[src/rtl/answer_gen.sv]
// answer_gen: builds a DIGITS-digit answer (digits 1..MAX_DIGIT) from a free-running LCG on request.
// Optional macro ANSWER_UNIQUE_EN: reject repeated digits so every answer has distinct digits.
module answer_gen #(
    parameter int          DIGITS    = 8,
    parameter int          DIGIT_W   = 4,
    parameter int          MAX_DIGIT = 8,
    parameter logic [31:0] SEED      = 32'd1,
    parameter logic [31:0] A         = 32'd1103515245,
    parameter logic [31:0] C         = 32'd12345
) (
    input  logic                      clk,
    input  logic                      rst_n,
    input  logic                      change_answer,
    output logic [DIGITS*DIGIT_W-1:0] answer,
    output logic                      write_enable,
    output logic                      busy
);
    localparam int IW = DIGITS > 1 ? $clog2(DIGITS) : 1;
    localparam logic [DIGITS*DIGIT_W-1:0] ONES = {DIGITS{DIGIT_W'(1)}};
    typedef enum logic [1:0] {IDLE, GEN, DONE} state_t;
    state_t                      r_state;
    logic [31:0]                 r_lcg;
    logic                        r_prev;
    logic                        r_pending;
    logic [IW-1:0]               r_idx;
    logic [DIGITS*DIGIT_W-1:0]   r_shadow;
    logic [14:0]                 w_mod;
    logic [DIGIT_W-1:0]          w_cand;
    logic                        w_rise;
    logic                        w_last;
    logic                        w_accept;
    logic                        w_start;
    assign w_mod   = r_lcg[30:16] % 15'(MAX_DIGIT);
    assign w_cand  = DIGIT_W'(w_mod + 15'd1);
    assign w_rise  = change_answer & ~r_prev;
    assign w_last  = r_idx == IW'(DIGITS - 1);
    assign w_start = (r_state == IDLE) && (w_rise || r_pending);
`ifdef ANSWER_UNIQUE_EN
    logic [MAX_DIGIT-1:0] r_used;
    logic [MAX_DIGIT-1:0] w_bit;
    assign w_bit    = MAX_DIGIT'(1) << (w_cand - 1'b1);
    assign w_accept = ~|(r_used & w_bit);
    generate
        if (DIGITS > MAX_DIGIT) begin : g_chk
            $error("answer_gen: unique digits need DIGITS <= MAX_DIGIT");
        end
    endgenerate
    // Digits already placed in the answer under construction; cleared when a new one starts.
    always_ff @(posedge clk or negedge rst_n) begin
        if (!rst_n) r_used <= '0;
        else if (w_start) r_used <= '0;
        else if (r_state == GEN && w_accept) r_used <= r_used | w_bit;
    end
`else
    assign w_accept = 1'b1;
`endif
    // Entropy source: steps every clock, independent of generation activity.
    always_ff @(posedge clk or negedge rst_n) begin
        if (!rst_n) r_lcg <= SEED;
        else r_lcg <= A * r_lcg + C;
    end
    // Request edge detect, one-deep request queueing and digit-by-digit answer assembly.
    always_ff @(posedge clk or negedge rst_n) begin
        if (!rst_n) begin
            r_state      <= IDLE;
            r_prev       <= 1'b0;
            r_pending    <= 1'b0;
            r_idx        <= '0;
            r_shadow     <= ONES;
            answer       <= ONES;
            write_enable <= 1'b0;
            busy         <= 1'b0;
        end else begin
            r_prev       <= change_answer;
            write_enable <= 1'b0;
            case (r_state)
                IDLE: if (w_start) begin
                    r_state   <= GEN;
                    r_idx     <= '0;
                    r_pending <= 1'b0;
                    busy      <= 1'b1;
                end
                GEN: begin
                    if (w_rise) r_pending <= 1'b1;
                    if (w_accept) begin
                        r_shadow[r_idx*DIGIT_W +: DIGIT_W] <= w_cand;
                        r_idx <= r_idx + 1'b1;
                        if (w_last) r_state <= DONE;
                    end
                end
                DONE: begin
                    if (w_rise) r_pending <= 1'b1;
                    answer       <= r_shadow;
                    write_enable <= 1'b1;
                    busy         <= 1'b0;
                    r_state      <= IDLE;
                end
                default: r_state <= IDLE;
            endcase
        end
    end
endmodule

[config.mk]
export PLATFORM = sky130hd
export DESIGN_NAME = answer_gen
export DESIGN_NICKNAME = d
export VERILOG_FILES = /design/src/rtl/answer_gen.sv
export SDC_FILE = /design/constraint.sdc
export NUM_CORES = 1
export LEC_CHECK = 0
export CORE_MARGIN = 4
export CORE_UTILIZATION = 47
export CTS_BUF_LIST = sky130_fd_sc_hd__clkbuf_16
export CTS_CLUSTER_SIZE = 10
export DETAILED_ROUTE_END_ITERATION = 12
export PLACE_DENSITY = 0.77
export SLEW_MARGIN = 10
export SYNTH_ARGS = -nofsm -noshare
export SYNTH_HDL_FRONTEND = slang
export SYNTH_SLANG_ARGS = --single-unit
[constraint.sdc]
create_clock -name clk -period 12.7 [get_ports clk]
set_input_delay 2.54 -clock clk [delete_from_list [all_inputs] [get_ports clk]]
set_output_delay 2.54 -clock clk [all_outputs]
set_load 0.01 [all_outputs]
==> flow_summary.yaml, run 1 <==
status:
  status: "completed"
sta:
  slew-limit-headroom_pct: 54.2
  tns_ns: 0
  timing.fmax_ghz: 0.170
  holdWs_ns: 0.481
  grt_setup_unrepaired: "no"
  period_share_pct: 46.2
  setup_violations: 0
  hold_violations: 0
  worst_slew_pin_slew_ns: 0.686
  period_minus_slack_ns: 5.87
  fin_worst_skew_ns: 0.0103
  drv_slew: 0
worst_setup_path:
  cpPeakStageDelay_ns: 0.56
  cp-end-kind: "flop"
  reg2regPathDepth: 18
  crit_path_end: "r_lcg[16]$_DFF_PN0_"
  cp_max_fo: 6
  critPathSlowestCell: "fa_1"
  cp.required_ns: 12.93
  worstSetupStartpointType: "flop"
  worstSetupStartpoint: "r_lcg[2]$_DFF_PN0_"
  r2r_end: "r_lcg[16]$_DFF_PN0_"
  crit_path_cell_trace: "ha_1 -> fa_1 -> inv_1 -> fa_1 -> inv_1 -> fa_1 -> ha_1 -> fa_1 -> inv_1 -> fa_1 -> fa_1 -> inv_1 -> ha_1 -> a21oi_1 -> o21ai_0 -> a41oi_1 -> o21ai_0 -> xor2_1"
  cp.arrival_ns: 6.10
  path_common_cell: "fa_1"
  path_class: "flop to flop"
  rr_startpoint: "r_lcg[2]$_DFF_PN0_"
  reg2reg_slack_ns: 6.83
synth:
  synth_area_leaders: "dfrtp_1 26%, ha_1 20%, fa_1 17%"
  synth-seq-cells: 92
  async_flop_share_pct: 100
  synth_top_area_share_pct: 26.4
  synth_edf_count: 0
  synth_warnings: 0
  synth_top_area_cell: "dfrtp_1"
  syn_avg_cell_area_sq_um: 11.1
  synth_common_cells: "164 x inv_1, 111 x ha_1, 75 x dfrtp_1"
  yosysMostFrequentCell: "inv_1"
  ys.flop_type: "dfrtp_1"
  yosysUniqueCellTypes: 39
  synth_cells: 643
  synth-seq-area-share_pct: 32.7
  syn_area_sq_um: 7110
  syn_nets: 817
layout:
  fin_area_sq_um: 7980
  drive_above_1_share_pct: 13.4
  fill_cells: 1205
  diodes: 0
  area_growth_syn_to_layout_pct: 12.2
  final_nets: 861
clock_tree:
  clock-sinks: 92
  cts_made_buffers: 9
  path_clk_slew_ns: 0.07
  cts-resized-gates: 0
  h-tree-depth: 3
  post_cts_buffers: 0
  clk_latency_ns: 0.35
  cts-root-buf: "clkbuf_16"
  cts_hold_buf: 0
  cts_buffer_depth: 2
  cts_tree: "done"
pwr:
  power.density_nw_per_um2: 103
  power_mw: 0.821
  leakagePower_nw: 4.04
  peakVddDrop_mv: 0.0753
floorplanning:
  fp.coreArea_sq_um: 14700
  die_h_um: 131
  ios: 37
  die_w_um: 131
  dieArea_sq_um: 17200
  start_util_pct: 48.4
  num_rows: 44
global_routing:
  grt_overflow_total: 0
  antenna_found_initial: 0
  grt_start_max_net_pins: 53
  grt_pass1_vias: 4975
  track_usage_pct: 18.2
  grt_pass1_wl_mm: 24.2
placement:
  detailed_place_hpwl_mm: 11.6
  place_area_sq_um: 7700
  portBuffers: 36
  gp_congestion: 0.912
drt:
  drt_iter0_drc: 258
  vias_per_cell: 5.11
  drc: 0
  drtAntennaViolNets: 0
  dr.pass1.iters: 4
  wirelength_mm: 13.8
  vias: 4477
  routedWlPerCell_um: 15.7
min_path:
  hold_class: "flop to flop"
job:
  drv_cap: 0
==> per-stage QoR <==
step | utilization [%] | std cells | setup WS [ns]
6_report | 54.3 | 876 | 6.83
5_1_grt | 54.3 | 876 | 6.56
2_1_floorplan | - | 643 | 7.18
3_3_place_gp | 52.4 | 860 | 7.01
4_1_cts | 54.3 | 876 | 6.82
3_5_place_dp | 52.4 | 860 | 6.86
==> worst max-delay path, delay by kind of cell (launching register included) <==
| kind | cells | cell delay [ns] |
|---|---|---|
| adders and majority gates | 9 | 4.06 |
| AOI/OAI and AO/OA | 4 | 0.82 |
| DFF | 1 | 0.47 |
| buffers and inverters | 4 | 0.21 |
| xor gates and xnor gates | 1 | 0.17 |
==> cell usage in the layout (no fill, tap or decap), drive strengths merged, types with 2 or more instances in the layout <==
master         synthesis  final
xnor2                 27     27
o21ai                 20     20
xor2                   6      6
o21a                   4      4
nand2                 30     30
dfrtp                 75     75
nand4                  5      5
clkbuf                 2      9
dfstp                 17     17
inv                  164    166
a32o                   2      2
o21bai                 2      2
ha                   111    111
a21o                   3      3
nor3                   2      2
fa                    60     60
a21oi                 17     17
and3                   2      2
nand3                  4      4
mux2                  53     53
nor2                  18     18
a31oi                  2      2
buf                    3      3
clkdlybuf4s50          0     35
clkinv                 0      4
==> power by group <==
group          internal, mW  switching [mW]  leakage [nW]
clock                 0.134           0.117         0.140
sequential            0.355          0.0325          1.19
combinational        0.0871          0.0955          2.72
total                 0.576           0.245          4.04
==> worst min-delay path by stage <==
| stage | from | to | cells past startpoint |
|---|---|---|---|
| 3_5_place_dp | r_shadow[2]$_DFFE_PN0P_ | r_shadow[2]$_DFFE_PN0P_ | 2 |
| 5_1_grt | r_shadow[31]$_DFFE_PN0P_ | r_shadow[31]$_DFFE_PN0P_ | 1 |
| 4_1_cts | r_shadow[16]$_DFFE_PN1P_ | r_shadow[16]$_DFFE_PN1P_ | 2 |
| 3_3_place_gp | r_shadow[29]$_DFFE_PN0P_ | r_shadow[29]$_DFFE_PN0P_ | 2 |
| 2_1_floorplan | r_shadow[13]$_DFFE_PN0P_ | r_shadow[13]$_DFFE_PN0P_ | 2 |
| 6_report | r_shadow[16]$_DFFE_PN1P_ | r_shadow[16]$_DFFE_PN1P_ | 2 |
==> final cells by class <==
class                      instances  area (sq um)  share of cell area [%]
clock inverter                     7          55.1                   0.690
inverter                         164           616                    7.72
tap                              184           230                    2.89
multi-input combinational        382          4150                    52.1
timing repair buffer              38           373                    4.67
sequential                        92          2320                    29.1
clock buffer                       9           225                    2.82
==> per-layer routing <==
layer	global-route usage, %	vias up	wire, um
met2	31.8	78	7100
met3	4.27	27	608
li1	-	2130	-
met1	22.3	2242	5760
met5	0	-	0
met4	5.63	0	313
==> cells by family after synthesis <==
family | Yosys count | share of synthesized area, %
and+or+nand+nor | 66 | 4.10
buffers and inverters | 169 | 8.92
AOI/OAI and AO/OA | 59 | 5.33
muxes | 53 | 8.39
adders and majority gates | 171 | 36.4
DFF | 92 | 32.7
xor gates and xnor gates | 33 | 4.17
==> sequential cells by signal (all words and copies together) (netlist names) <==
signal	cells
r_state	2
r_idx	3
r_lcg	19
answer	32
r_prev	1
write_enable	1
busy	1
r_shadow	32
r_pending	1
Note: power is estimated with default switching activity, not from simulation.
==> run 2: changes to the inputs <==
- PLACE_DENSITY: 0.77 -> 0.79
- clock period: 12.7 -> 4.85 ns (I/O delays scaled with it)
==> run 2 against run 1 <==
Compared with the run above:
- the flow now finishes with violations (negative setup slack)
- total power grew to 2.7 times the previous value
- clock skew grew 0.0021 ns
- setup slack lost 7.3 ns
- final cell count grew 7.3%
- count of clock-buffer cells in the layout is the same
- wire length grew 14%
- die area is the same
- sequential share of layout area shrank 2.9 points
==> flow_summary.yaml, run 2 (synthesis gave the netlist of run 1 again) <==
worst_setup_path:
  cp.arrival_ns: 5.61
  cp.required_ns: 5.09
  worstSetupStartpointType: "flop"
  cpPeakStageDelay_ns: 0.51
  reg2regPathDepth: 23
  path_common_cell: "fa_1"
  path_class: "flop to flop"
  cp_max_fo: 5
  r2r_end: "r_lcg[18]$_DFF_PN0_"
  crit_buf_inv: 8
  critPathSlowestCell: "fa_1"
  reg2reg_slack_ns: -0.52
  rr_startpoint: "r_lcg[9]$_DFF_PN0_"
  cp-end-kind: "flop"
  cp_top_family: "adder cells"
  crit_path_cell_trace: "ha_4 -> inv_2 -> fa_1 -> inv_1 -> fa_1 -> inv_1 -> fa_1 -> inv_1 -> ha_1 -> inv_1 -> fa_1 -> inv_2 -> fa_1 -> inv_1 -> fa_1 -> inv_2 -> ha_4 -> nand2_4 -> nand2_1 -> a21o_1 -> a21oi_2 -> a31oi_4 -> xnor2_1"
clock_tree:
  path_clk_slew_ns: 0.08
  clock-sinks: 92
  cts_buffer_depth: 2
  cts_made_buffers: 9
  cts_tree: "done"
  h-tree-depth: 3
  cts-root-buf: "clkbuf_16"
  clk_latency_ns: 0.36
drt:
  routedWlPerCell_um: 16.8
  wirelength_mm: 15.7
  drtAntennaViolNets: 0
  drt_iter0_drc: 252
  vias: 4762
  vias_per_cell: 5.07
  dr.pass1.iters: 4
  drc: 0
sta:
  worst_slew_pin_slew_ns: 0.845
  timing.fmax_ghz: 0.186
  period_minus_slack_ns: 5.37
  setup_violations: 7
  period_share_pct: 111
  drv_slew: 0
  slew-limit-headroom_pct: 43.7
  grt_setup_unrepaired: "yes"
  fin_worst_skew_ns: 0.0124
  hold_violations: 0
  finalWorstSetupSlack_ns: -0.519
global_routing:
  antenna_found_initial: 0
  grt_pass1_vias: 5411
  grt_start_max_net_pins: 93
  track_usage_pct: 19.7
  grt_pass1_wl_mm: 26.2
  grt_overflow_total: 0
min_path:
  hold-path-endpoint: "r_shadow[18]$_DFFE_PN0P_"
  hold_class: "flop to flop"
  min-delay-start: "r_shadow[18]$_DFFE_PN0P_"
  holdPathStages: 2
job:
  drv_cap: 0
layout:
  fin_area_sq_um: 8900
  drive_above_1_share_pct: 29.6
  area_growth_syn_to_layout_pct: 25.1
  final_nets: 925
  utilization_pct: 60.5
  reg_top3: "answer x32, r_shadow x32, r_lcg x19"
  layout_commonest_cell: "inv_1"
  mostFrequentLayoutCells: "147 x inv_1, 86 x ha_1, 69 x dfrtp_1, 60 x buf_4, 58 x fa_1"
  diodes: 0
placement:
  place_area_sq_um: 8280
  portBuffers: 36
  gp_congestion: 0.857
  detailed_place_hpwl_mm: 11.8
status:
  status: "finished, violations left"
  violations: "negative setup slack"
floorplanning:
  start_util_pct: 48.4
  die_h_um: 131
  fp.coreArea_sq_um: 14700
  die_w_um: 131
  dieArea_sq_um: 17200
  num_rows: 44
  ios: 37
pwr:
  power.density_nw_per_um2: 246
  peakVddDrop_mv: 0.227
  leakagePower_nw: 4.32
[run 2: cell count changes in the layout (fill, tap and decap cells not counted), sizes merged]
cell	before	now
buf	3	67
clkinv	4	1
clkinvlp	1	3
inv	166	167
[run 2: worst max-delay path by stage]
stage	start	cells after the start	slack, ns	end
global route	r_lcg[5]$_DFF_PN0_	16	-0.68	r_lcg[18]$_DFF_PN0_
detailed placement	r_lcg[7]$_DFF_PN0_	19	-0.58	r_lcg[18]$_DFF_PN0_
CTS	r_lcg[7]$_DFF_PN0_	19	-0.45	r_lcg[18]$_DFF_PN0_
finish	r_lcg[9]$_DFF_PN0_	23	-0.52	r_lcg[18]$_DFF_PN0_
floorplan	r_lcg[8]$_DFF_PN0_	17	-0.25	r_lcg[15]$_DFF_PN0_
global placement	r_lcg[7]$_DFF_PN0_	19	-0.49	r_lcg[18]$_DFF_PN0_
[run 2: worst reg2reg max path, stage by stage (launching register included)]
cell and delay, ns:
dfrtp_2 0.45, ha_4 0.28, inv_2 0.05, fa_1 0.48, inv_1 0.06, fa_1 0.47
inv_1 0.05, fa_1 0.48, inv_1 0.04, ha_1 0.26, inv_1 0.04, fa_1 0.51
inv_2 0.05, fa_1 0.49, inv_1 0.05, fa_1 0.50, inv_2 0.05, ha_4 0.24
nand2_4 0.08, nand2_1 0.05, a21o_1 0.19, a21oi_2 0.18, a31oi_4 0.06, xnor2_1 0.13
[run 2: report_power, final]
| group | switching (mW) | internal, mW |
|---|---|---|
| logic | 0.255 | 0.228 |
| clock network | 0.335 | 0.354 |
| registers | 0.0882 | 0.930 |
| total | 0.678 | 1.51 |
[run 2: area by class of cell]
class / instances / area [sq um]
clock inverter: 7 / 57.6
multi-input combinational: 382 / 4560
tap: 184 / 230
fill: 1103 / 5800
clock buffer: 9 / 225
sequential: 92 / 2330
inverter: 164 / 616
timing repair buffer: 102 / 880
[run 2: timing repair]
item | 4_1_cts | 5_1_grt
hold endpoints to repair | 0 | 0
pin swaps | 19 | 18
resized for setup | 23 | 32
endpoints found under the setup margin | 8 | 9
buffers inserted | 5 | 3
hold buffers | 0 | 0
[run 2: metal layers]
layer | track usage [%] | part of all wire, % | up-vias | wire, um
li1 | - | - | 2260 | -
met1 | 23.1 | 40 | 2382 | 6350
met2 | 36.3 | 53 | 93 | 8380
met3 | 4.11 | 3.7 | 27 | 590
met4 | 5.38 | 2.7 | 0 | 422
met5 | 0 | 0 | - | 0
[run 2: metrics by stage]
stage / TNS (ns) / power, mW / hold WS, ns / setup slack [ns] / instances
5_1_grt: -3.56 / 2.32 / 0.494 / -0.680 / 940
6_report: -2.40 / 2.19 / 0.475 / -0.519 / 940
2_1_floorplan: -0.963 / 1.32 / 0.444 / -0.247 / 643
3_5_place_dp: -2.57 / 1.51 / 0.465 / -0.577 / 916
4_1_cts: -2.16 / 2.21 / 0.480 / -0.449 / 937
3_3_place_gp: -2.15 / 1.47 / 0.465 / -0.493 / 916
